File: src/rtl/convolution_calculator.sv
// 1-D convolution processing element: two circular scratchpads feeding
// a single MAC that slides the current filter across each complete row.
module convolution_calculator #(
    parameter int IFMAP_NUM_OF_REG  = 5,
    parameter int FILTER_NUM_OF_REG = 7,
    parameter int ADDR_WIDTH_IFMAP  = 3,
    parameter int ADDR_WIDTH_FILTER = 4,
    parameter int ELEMENT_WIDTH     = 8
) (
    input  logic                          clk,
    input  logic                          rst,
    input  logic                          start,
    input  logic [ELEMENT_WIDTH+1:0]      IFMAP,
    input  logic                          write_en_IFMAP,
    input  logic [ELEMENT_WIDTH-1:0]      FILTER,
    input  logic                          write_en_filter,
    input  logic [IFMAP_NUM_OF_REG-1:0]   stride,
    input  logic [ADDR_WIDTH_FILTER-1:0]  filter_size,
    output logic [ELEMENT_WIDTH-1:0]      output_psum,
    output logic                          psum_valid,
    output logic                          ifmap_full,
    output logic                          filter_full
);

    localparam int N   = IFMAP_NUM_OF_REG;
    localparam int M   = FILTER_NUM_OF_REG;
    localparam int IA  = ADDR_WIDTH_IFMAP;
    localparam int FA  = ADDR_WIDTH_FILTER;
    localparam int EW  = ELEMENT_WIDTH;
    localparam int CW  = IA + 1;
    localparam int FCW = FA + 1;
    localparam int JW  = IFMAP_NUM_OF_REG + 1;
    localparam int AW  = 2 * EW + FA;

    typedef enum logic [1:0] {IDLE, WAIT, CALC} state_t;

    function automatic logic [IA-1:0] iwrap(input int v);
        return IA'(v % N);
    endfunction

    function automatic logic [FA-1:0] fwrap(input int v);
        return FA'(v % M);
    endfunction

    state_t            state_q, state_d;
    logic [EW-1:0]     imem_q [N];
    logic [EW-1:0]     imem_d [N];
    logic              endf_q [N];
    logic              endf_d [N];
    logic [IA-1:0]     iwr_q, iwr_d, ird_q, ird_d;
    logic [IA-1:0]     pstart_q, pstart_d;
    logic [CW-1:0]     icnt_q, icnt_d, icmpl_q, icmpl_d;
    logic [CW-1:0]     plen_q, plen_d;
    logic              in_row_q, in_row_d;
    logic [EW-1:0]     fmem_q [M];
    logic [EW-1:0]     fmem_d [M];
    logic [FA-1:0]     fwr_q, fwr_d, frd_q, frd_d;
    logic [FCW-1:0]    fcnt_q, fcnt_d;
    logic [AW-1:0]     acc_q, acc_d;
    logic [FA-1:0]     k_q, k_d, ksz_q, ksz_d;
    logic [JW-1:0]     j_q, j_d;
    logic [IFMAP_NUM_OF_REG-1:0] str_q, str_d;
    logic [CW-1:0]     len_q, len_d;
    logic              pend_q, pend_d;
    logic [EW-1:0]     out_q, out_d;
    logic              valid_q, valid_d;
    logic [CW-1:0]     row_len;
    logic [IA-1:0]     iidx, wpos;
    logic [FA-1:0]     fidx;
    logic              irel, frel;

    assign output_psum = out_q;
    assign psum_valid  = valid_q;
    assign ifmap_full  = (icnt_q == CW'(N));
    assign filter_full = (fcnt_q == FCW'(M));
    assign iidx = iwrap(int'(ird_q) + int'(j_q) + int'(k_q));
    assign fidx = fwrap(int'(frd_q) + int'(k_q));

    // Length of the oldest complete row: first end flag from the read base.
    always_comb begin
        row_len = '0;
        for (int i = N - 1; i >= 0; i--) begin
            if (i < int'(icmpl_q) && endf_q[iwrap(int'(ird_q) + i)])
                row_len = CW'(i + 1);
        end
    end

    // Next-state: sequencing, MAC, row bookkeeping and scratchpad writes.
    always_comb begin
        state_d  = state_q;
        imem_d   = imem_q;
        endf_d   = endf_q;
        iwr_d    = iwr_q;
        ird_d    = ird_q;
        pstart_d = pstart_q;
        icnt_d   = icnt_q;
        icmpl_d  = icmpl_q;
        plen_d   = plen_q;
        in_row_d = in_row_q;
        fmem_d   = fmem_q;
        fwr_d    = fwr_q;
        frd_d    = frd_q;
        fcnt_d   = fcnt_q;
        acc_d    = acc_q;
        k_d      = k_q;
        ksz_d    = ksz_q;
        j_d      = j_q;
        str_d    = str_q;
        len_d    = len_q;
        pend_d   = pend_q;
        out_d    = out_q;
        valid_d  = 1'b0;
        irel     = 1'b0;
        frel     = 1'b0;
        wpos     = iwr_q;
        if (start) begin
            state_d  = WAIT;
            iwr_d    = '0;
            ird_d    = '0;
            pstart_d = '0;
            icnt_d   = '0;
            icmpl_d  = '0;
            plen_d   = '0;
            in_row_d = 1'b0;
            fwr_d    = '0;
            frd_d    = '0;
            fcnt_d   = '0;
            acc_d    = '0;
            k_d      = '0;
            j_d      = '0;
            pend_d   = 1'b0;
        end else if (state_q != IDLE) begin
            if (state_q == WAIT && icmpl_q != '0) begin
                if (filter_size == '0) begin
                    irel = 1'b1;
                end else if (int'(fcnt_q) >= int'(filter_size)) begin
                    if (int'(filter_size) > int'(row_len)) begin
                        irel = 1'b1;
                    end else begin
                        state_d = CALC;
                        ksz_d   = filter_size;
                        str_d   = (stride == '0) ? IFMAP_NUM_OF_REG'(1) : stride;
                        len_d   = row_len;
                        j_d     = '0;
                        k_d     = '0;
                        pend_d  = 1'b0;
                    end
                end
            end
            if (state_q == CALC) begin
                if (pend_q) begin
                    out_d   = acc_q[EW-1:0];
                    valid_d = 1'b1;
                end
                if (int'(j_q) + int'(ksz_q) <= int'(len_q)) begin
                    acc_d = ((k_q == '0) ? '0 : acc_q)
                          + AW'(imem_q[iidx]) * AW'(fmem_q[fidx]);
                    if (k_q == ksz_q - FA'(1)) begin
                        k_d    = '0;
                        j_d    = j_q + JW'(str_q);
                        pend_d = 1'b1;
                    end else begin
                        k_d    = k_q + FA'(1);
                        pend_d = 1'b0;
                    end
                end else begin
                    irel    = 1'b1;
                    frel    = 1'b1;
                    pend_d  = 1'b0;
                    state_d = WAIT;
                end
            end
            if (irel) begin
                ird_d   = iwrap(int'(ird_q) + int'(row_len));
                icnt_d  = icnt_d - row_len;
                icmpl_d = icmpl_d - row_len;
            end
            if (frel) begin
                frd_d  = fwrap(int'(frd_q) + int'(ksz_q));
                fcnt_d = fcnt_d - FCW'(ksz_q);
            end
            if (write_en_IFMAP && !ifmap_full) begin
                if (IFMAP[EW+1]) begin
                    if (in_row_q) begin
                        wpos   = pstart_q;
                        icnt_d = icnt_d - plen_q;
                    end
                    imem_d[wpos] = IFMAP[EW-1:0];
                    endf_d[wpos] = IFMAP[EW];
                    iwr_d        = iwrap(int'(wpos) + 1);
                    icnt_d       = icnt_d + CW'(1);
                    pstart_d     = wpos;
                    if (IFMAP[EW]) begin
                        icmpl_d  = icmpl_d + CW'(1);
                        in_row_d = 1'b0;
                        plen_d   = '0;
                    end else begin
                        in_row_d = 1'b1;
                        plen_d   = CW'(1);
                    end
                end else if (in_row_q) begin
                    imem_d[iwr_q] = IFMAP[EW-1:0];
                    endf_d[iwr_q] = IFMAP[EW];
                    iwr_d         = iwrap(int'(iwr_q) + 1);
                    icnt_d        = icnt_d + CW'(1);
                    if (IFMAP[EW]) begin
                        icmpl_d  = icmpl_d + plen_q + CW'(1);
                        in_row_d = 1'b0;
                        plen_d   = '0;
                    end else begin
                        plen_d = plen_q + CW'(1);
                    end
                end
            end
            if (write_en_filter && !filter_full) begin
                fmem_d[fwr_q] = FILTER;
                fwr_d         = fwrap(int'(fwr_q) + 1);
                fcnt_d        = fcnt_d + FCW'(1);
            end
        end
    end

    // State register; asynchronous reset returns everything to idle zeros.
    always_ff @(posedge clk or posedge rst) begin
        if (rst) begin
            state_q  <= IDLE;
            for (int i = 0; i < N; i++) begin
                imem_q[i] <= '0;
                endf_q[i] <= 1'b0;
            end
            for (int i = 0; i < M; i++) fmem_q[i] <= '0;
            iwr_q    <= '0;
            ird_q    <= '0;
            pstart_q <= '0;
            icnt_q   <= '0;
            icmpl_q  <= '0;
            plen_q   <= '0;
            in_row_q <= 1'b0;
            fwr_q    <= '0;
            frd_q    <= '0;
            fcnt_q   <= '0;
            acc_q    <= '0;
            k_q      <= '0;
            ksz_q    <= '0;
            j_q      <= '0;
            str_q    <= '0;
            len_q    <= '0;
            pend_q   <= 1'b0;
            out_q    <= '0;
            valid_q  <= 1'b0;
        end else begin
            state_q  <= state_d;
            imem_q   <= imem_d;
            endf_q   <= endf_d;
            fmem_q   <= fmem_d;
            iwr_q    <= iwr_d;
            ird_q    <= ird_d;
            pstart_q <= pstart_d;
            icnt_q   <= icnt_d;
            icmpl_q  <= icmpl_d;
            plen_q   <= plen_d;
            in_row_q <= in_row_d;
            fwr_q    <= fwr_d;
            frd_q    <= frd_d;
            fcnt_q   <= fcnt_d;
            acc_q    <= acc_d;
            k_q      <= k_d;
            ksz_q    <= ksz_d;
            j_q      <= j_d;
            str_q    <= str_d;
            len_q    <= len_d;
            pend_q   <= pend_d;
            out_q    <= out_d;
            valid_q  <= valid_d;
        end
    end

endmodule

File: config.mk
export PLATFORM = sky130hd
export DESIGN_NAME = convolution_calculator
export DESIGN_NICKNAME = d
export VERILOG_FILES = /design/src/rtl/convolution_calculator.sv
export SDC_FILE = /design/constraint.sdc
export NUM_CORES = 1
export LEC_CHECK = 0
export CORE_MARGIN = 2
export CORE_UTILIZATION = 45
export CTS_CLUSTER_DIAMETER = 200
export DETAILED_ROUTE_END_ITERATION = 8
export HOLD_SLACK_MARGIN = 0.03
export PLACE_DENSITY = 0.75
export SYNTH_ARGS = -nofsm -noshare
export SYNTH_HDL_FRONTEND = slang
export SYNTH_SLANG_ARGS = --single-unit
File: constraint.sdc
create_clock -name clk -period 12.3 [get_ports clk]
set_input_delay 2.46 -clock clk [delete_from_list [all_inputs] [get_ports clk]]
set_output_delay 2.46 -clock clk [all_outputs]
set_load 0.02 [all_outputs]
* Word level (Yosys, flattened, before mapping) *
Cells that the tools add are included.

storage, ports and cells
  bits in registers = 191
  input bits = 32
  output and inout port bits = 11

cells by class
  add/sub/neg operators = 28
  $mul = 1
  div/mod/pow operators = 12
  $lt $le $gt $ge = 21
  equal/unequal tests = 7
  muxes and demuxes = 167
  bitwise logic cells = 13
  reductions and logical operators = 42

operators by type and width
  operator                                                                  number
  32-bit by 4-bit remainder unit with 32-bit output, second input constant  11
  4-bit 2-to-1 mux                                                          48
  20-bit 2-to-1 mux                                                         5
  40-bit bitwise mux                                                        2
  40-bit 2-to-1 mux                                                         2
  8-bit demux with 3-bit select                                             3
  56-bit bitwise mux                                                        1
  8-bit 2-to-1 mux                                                          7
  3-bit 2-to-1 mux                                                          18
  6-bit 2-to-1 mux                                                          9
  8-bit binary-select mux with 3-bit select                                 2
  5-bit 2-to-1 mux                                                          9
  1-bit 2-to-1 mux                                                          44
  4-bit >= comparator, second input constant                                8
  4-bit by 4-bit remainder unit with 32-bit output, second input constant   1
  3-bit inverter with 4-bit output                                          8
  4-bit by 1-bit adder with 4-bit output, second input constant             6
  20-bit by 16-bit adder with 20-bit output                                 1
  2-bit nonzero test                                                        10
  8-bit by 8-bit multiplier with 16-bit output                              1
  2-bit 2-to-1 mux                                                          8
  1-bit binary-select mux with 3-bit select                                 5
  3-bit by 1-bit adder with 4-bit output, second input constant             3
  3-bit AND reduction                                                       4
  43 further kinds                                                          75

* Longest topological paths before layout *
  word-level depth = 35
  gate-level depth with buffers = 56
  gate-level depth less buffers = 53

* Least setup slack after synthesis *
OpenSTA, ideal clock, no wires.

  path kind = flip-flop to flip-flop
  from = reg ird_q[1]
  to = reg acc_q[7]
  setup time = 0.101 ns
  arrival = 11.333 ns
  data required time = 12.199 ns
  path slack = 0.866 ns
  stages on the path, launching flop included = 56
  path through = dfrtp_1 fa_1 ha_1 inv_1 fa_1 nand2b_1 a21oi_2 xnor2_2 inv_1 ha_1 inv_1 ha_1 nand2b_1 o21ai_1 and2_4 buf_6 a32oi_1 o221ai_1 [... 20 more ...] fa_1 inv_1 fa_1 ha_1 inv_1 fa_1 inv_1 fa_1 a21o_1 a21oi_1 xnor2_1 xnor2_1 or2_2 o221ai_1 or3b_1 a211o_1 o211a_1 o32ai_1

between the ends
  longest elaborated chain between the ends = 13

ends and longest elaborated chain
  element                                                 line  RTL
  start, declared                                         50    logic [IA-1:0] iwr_q, iwr_d, ird_q, ird_d;
  start signal, assigned                                  257   ird_q <= ird_d;
  3-bit by 6-bit adder with 7-bit output                  76    assign iidx = iwrap(int'(ird_q) + int'(j_q) + int'(k_q));
  7-bit by 4-bit adder with 8-bit output                  76
  32-bit by 4-bit remainder unit with 32-bit output       38    return IA'(v % N);
  3-bit inverter with 4-bit output (implied by the code)  157   + AW'(imem_q[iidx]) * AW'(fmem_q[fidx]);
  8-bit binary-select mux with 3-bit select               157
  8-bit 2-to-1 mux (implied by the code) (2 in a row)     157
  8-bit by 8-bit multiplier with 16-bit output            157
  20-bit by 16-bit adder with 20-bit output               157
  20-bit 2-to-1 mux                                       155   if (int'(j_q) + int'(ksz_q) <= int'(len_q)) begin
  20-bit 2-to-1 mux                                       150   if (state_q == CALC) begin
  20-bit 2-to-1 mux                                       132   end else if (state_q != IDLE) begin
  20-bit 2-to-1 mux                                       116   if (start) begin
  end signal, assigned                                    242   acc_q <= '0;
  end signal, assigned                                    266   acc_q <= acc_d;
  end, declared                                           59    logic [AW-1:0] acc_q, acc_d;

No other way between the ends. The select of a mux whose other input is x is not followed.
A chain may end at the register's enable or synchronous reset.

* Worst setup path in the final report *
Ends and elaborated chain as after synthesis.

==> flow_summary.yaml <==
timing:
  final.setup.tns_ns: 0
  finalSetupViolCount: 0
  fmax_ghz: 0.0852
  drv_slew: 0
  final_hold_viol_count: 0
  min_period_ns: 11.74
  fin_worst_skew_ns: 0.0182
  finalCritPeriodShare_pct: 95.4
  tightest_slew_ns: 1.21
  slew_headroom_pct: 18.8
cts:
  holdBufCountCts: 0
  numCtsBuffers: 17
  cts_tree: "built"
  clk_latency_ns: 0.44
  htree_levels: 4
  path_clk_slew_ns: 0.07
  ctsRootBufferMaster: "clkbuf_16"
  clk_path_buf_depth: 2
  clock-sinks: 178
min_path:
  hold_start: "len_q[2]$_DFFE_PP0P_"
  hold_class: "reg2reg"
  whs_path_depth: 2
  hold_path_end: "len_q[2]$_DFFE_PP0P_"
synth:
  ys_seq_area_share_pct: 29.7
  synth_cell_types: 102
  synth_area_um2: 15000
  syn_area_per_cell_um2: 9.52
  synth_flop_cell: "dfrtp_1"
  syn_inst: 1578
  synth-edff-count: 0
  ys_seq_elements: 178
  ys_warn_count: 0
  async_flop_share_pct: 100
  syn-num-nets: 1765
die:
  start_util_pct: 45.9
  die-area_um2: 34900
  die_h_um: 187
  io_pins: 43
  die_w_um: 187
  rows: 66
  core-area_um2: 32700
worst_setup_path:
  critPathCaptureType: "flop"
  crit_fanout: 11
  reg2reg_setup_slack_ns: 0.56
  worst-path-buf-inv: 10
  cpPeakStageDelay_ns: 0.55
  path_delay_family: "adder cells"
  path_class: "reg2reg"
  critPathArrivalTime_ns: 12.07
  timing.rr.start: "ird_q[1]$_DFFE_PP0P_"
  ff2ff_path_depth: 53
  crit_slowest_cell: "fa_1"
  cp_data_required_time_ns: 12.63
  cp_common_cell: "inv_1"
  r2r_end: "acc_q[7]$_DFFE_PP0P_"
  startpoint_type: "flop"
global_route:
  grt_pass1_wl_um: 58700
  track_usage_pct: 20.4
  grt_max_degree: 108
  grt_pass1_vias: 11632
  grt-ovfl-total: 0
  antenna_found_initial: 0
placement:
  gp_congestion: 0.905
  dp_hpwl_um: 26200
  dp.cells: 2028
  portBuffers: 42
drt:
  vias: 12158
  drt-pass1-iter-count: 6
  ant_nets: 0
  finalWirelength_um: 35900
  wl_per_cell_um: 17.3
  drc_errors: 0
  avgViaCountPerCell: 5.88
  dr.first_iter.drc_count: 823
flow_run:
  cap_violations: 0
pwr:
  p_leak_nw: 7.61
  power.density_nw_per_um2: 121
  power_frac_comb_pct: 38.3
  switching_share_pct: 35.2
  p_int_mw: 1.30
  switching_power_mw: 0.708
  pwr-share-seq_pct: 35.2
  peakVddDrop_mv: 0.123
  p_clk_share_pct: 26.5
layout:
  fin_nets: 1800
  n_antenna_cell: 0
  area_growth_syn_to_layout_pct: 11.0
  drive_above_1_share_pct: 16.9
  final_cells: 2068
run_status:
  status: "finished, final reports clean"
[cells in the mapped netlist (30+ instances only)]
cell type  instances  area, µm²
inv_1            120        450
mux2_2           130       1460
a21oi_1           95        475
ha_1             123       1540
mux2i_1           49        490
nor2_1           111        417
nor3_1            30        150
nand2_1          124        465
clkbuf_1          40        150
fa_1              32        641
dfrtp_1          178       4450
o21ai_0           70        350
xnor2_1           50        438
[layout by cell type (no fill, tap or decap), types with 7 or more instances in the layout]
cell,count
dfrtp_1,177
mux2_2,130
ha_1,123
nand2_1,122
inv_1,118
nor2_1,111
a21oi_1,94
o21ai_0,69
mux2i_1,49
xnor2_1,49
clkdlybuf4s50_1,41
fa_1,31
buf_4,30
nor3_1,29
a21o_1,28
nand3_1,26
nand2b_1,22
a211oi_1,18
xor2_1,18
clkbuf_16,17
a31oi_1,16
mux4_2,16
nor2b_1,13
and2_1,12
or3_1,12
o211ai_1,12
o21ai_1,10
and3_1,10
nand4_1,10
o21bai_1,9
a211o_1,8
nand3b_1,7
o22ai_1,7
nor4_1,7
[cell type report]
cell class / count / area [µm²]
multi-input cells: 1221 / 9990
clock inverters: 12 / 116
inverters: 123 / 467
fillers: 2938 / 16000
well taps: 442 / 553
repair buffers: 72 / 641
flip-flops and latches: 178 / 4460
clock buffers: 20 / 447
[sequential cells by signal, summed over array words and instances, names as in the netlist, 2 cells and up]
signal       count
fmem_q          56
imem_q          40
acc_q            8
output_psum      8
j_q              6
endf_q           5
fcnt_q           5
str_q            5
frd_q            4
fwr_q            4
icmpl_q          4
icnt_q           4
k_q              4
ksz_q            4
plen_q           4
ird_q            3
iwr_q            3
len_q            3
pstart_q         3
state_q          2
[power groups by stage]
stage	registers (mW)	clock network, mW	logic, mW
floorplan	0.697	0	0.595
global placement	0.713	0	0.707
detailed placement	0.719	0	0.745
CTS	0.707	0.540	0.754
global route	0.716	0.564	0.869
finish	0.708	0.532	0.770
[repair_timing]
action	CTS	global route
cloned	0	0
gates resized for setup	4	24
endpoints found under the setup margin	1	1
buffers inserted	0	8
pin swaps	0	2
[cells by family after synthesis]
kind of cell             after synthesis  share of synthesized area, %
adder cells (fa/ha/maj)              155                          14.5
XOR/XNOR                              70                          4.18
flip-flops                           178                          29.7
AO/OA/AOI/OAI                        372                          17.0
multiplexers                         197                          15.6
buffers and inverters                179                          4.90
AND/OR/NAND/NOR                      427                          14.1
[worst max path at each step]
| stage | from | endpoint | slack, ns | depth (start not counted) |
|---|---|---|---|---|
| 3_5_place_dp | j_q[1]$_DFFE_PP0P_ | acc_q[7]$_DFFE_PP0P_ | -0.1 | 52 |
| 2_1_floorplan | ird_q[1]$_DFFE_PP0P_ | acc_q[7]$_DFFE_PP0P_ | 0.87 | 55 |
| 6_report | ird_q[1]$_DFFE_PP0P_ | acc_q[7]$_DFFE_PP0P_ | 0.56 | 53 |
| 5_1_grt | ird_q[1]$_DFFE_PP0P_ | acc_q[7]$_DFFE_PP0P_ | -0.02 | 47 |
| 4_1_cts | j_q[1]$_DFFE_PP0P_ | acc_q[7]$_DFFE_PP0P_ | 0.09 | 52 |
| 3_3_place_gp | j_q[1]$_DFFE_PP0P_ | acc_q[7]$_DFFE_PP0P_ | 0.24 | 52 |
[tightest hold or removal path, cell delays in order, from the launching register on]
cell     delay, ns
dfrtp_1       0.35
nand2_1       0.05
o21ai_0       0.07
[metal layers]
layer	track usage (%)	vias up	part of all wire, %
li1	-	5768	-
met2	35.1	332	50
met5	0	-	0
met1	26.5	5997	44
met4	6.84	0	2.4
met3	2.65	61	4.1
[stage by stage]
stage | setup WS, ns | cell area [µm²] | power (mW) | util, % | hold WS [ns]
detailed placement | -0.0992 | 15900 | 1.46 | 48.6 | 0.471
CTS | 0.0893 | 16500 | 2.00 | 50.4 | 0.501
floorplan | 0.866 | 15000 | 1.29 | - | 0.450
global placement | 0.242 | 15900 | 1.42 | 48.6 | 0.468
finish | 0.563 | 16700 | 2.01 | 51.0 | 0.503
global route | -0.0224 | 16700 | 2.15 | 51.0 | 0.510
(Power assumes the default switching activity.)
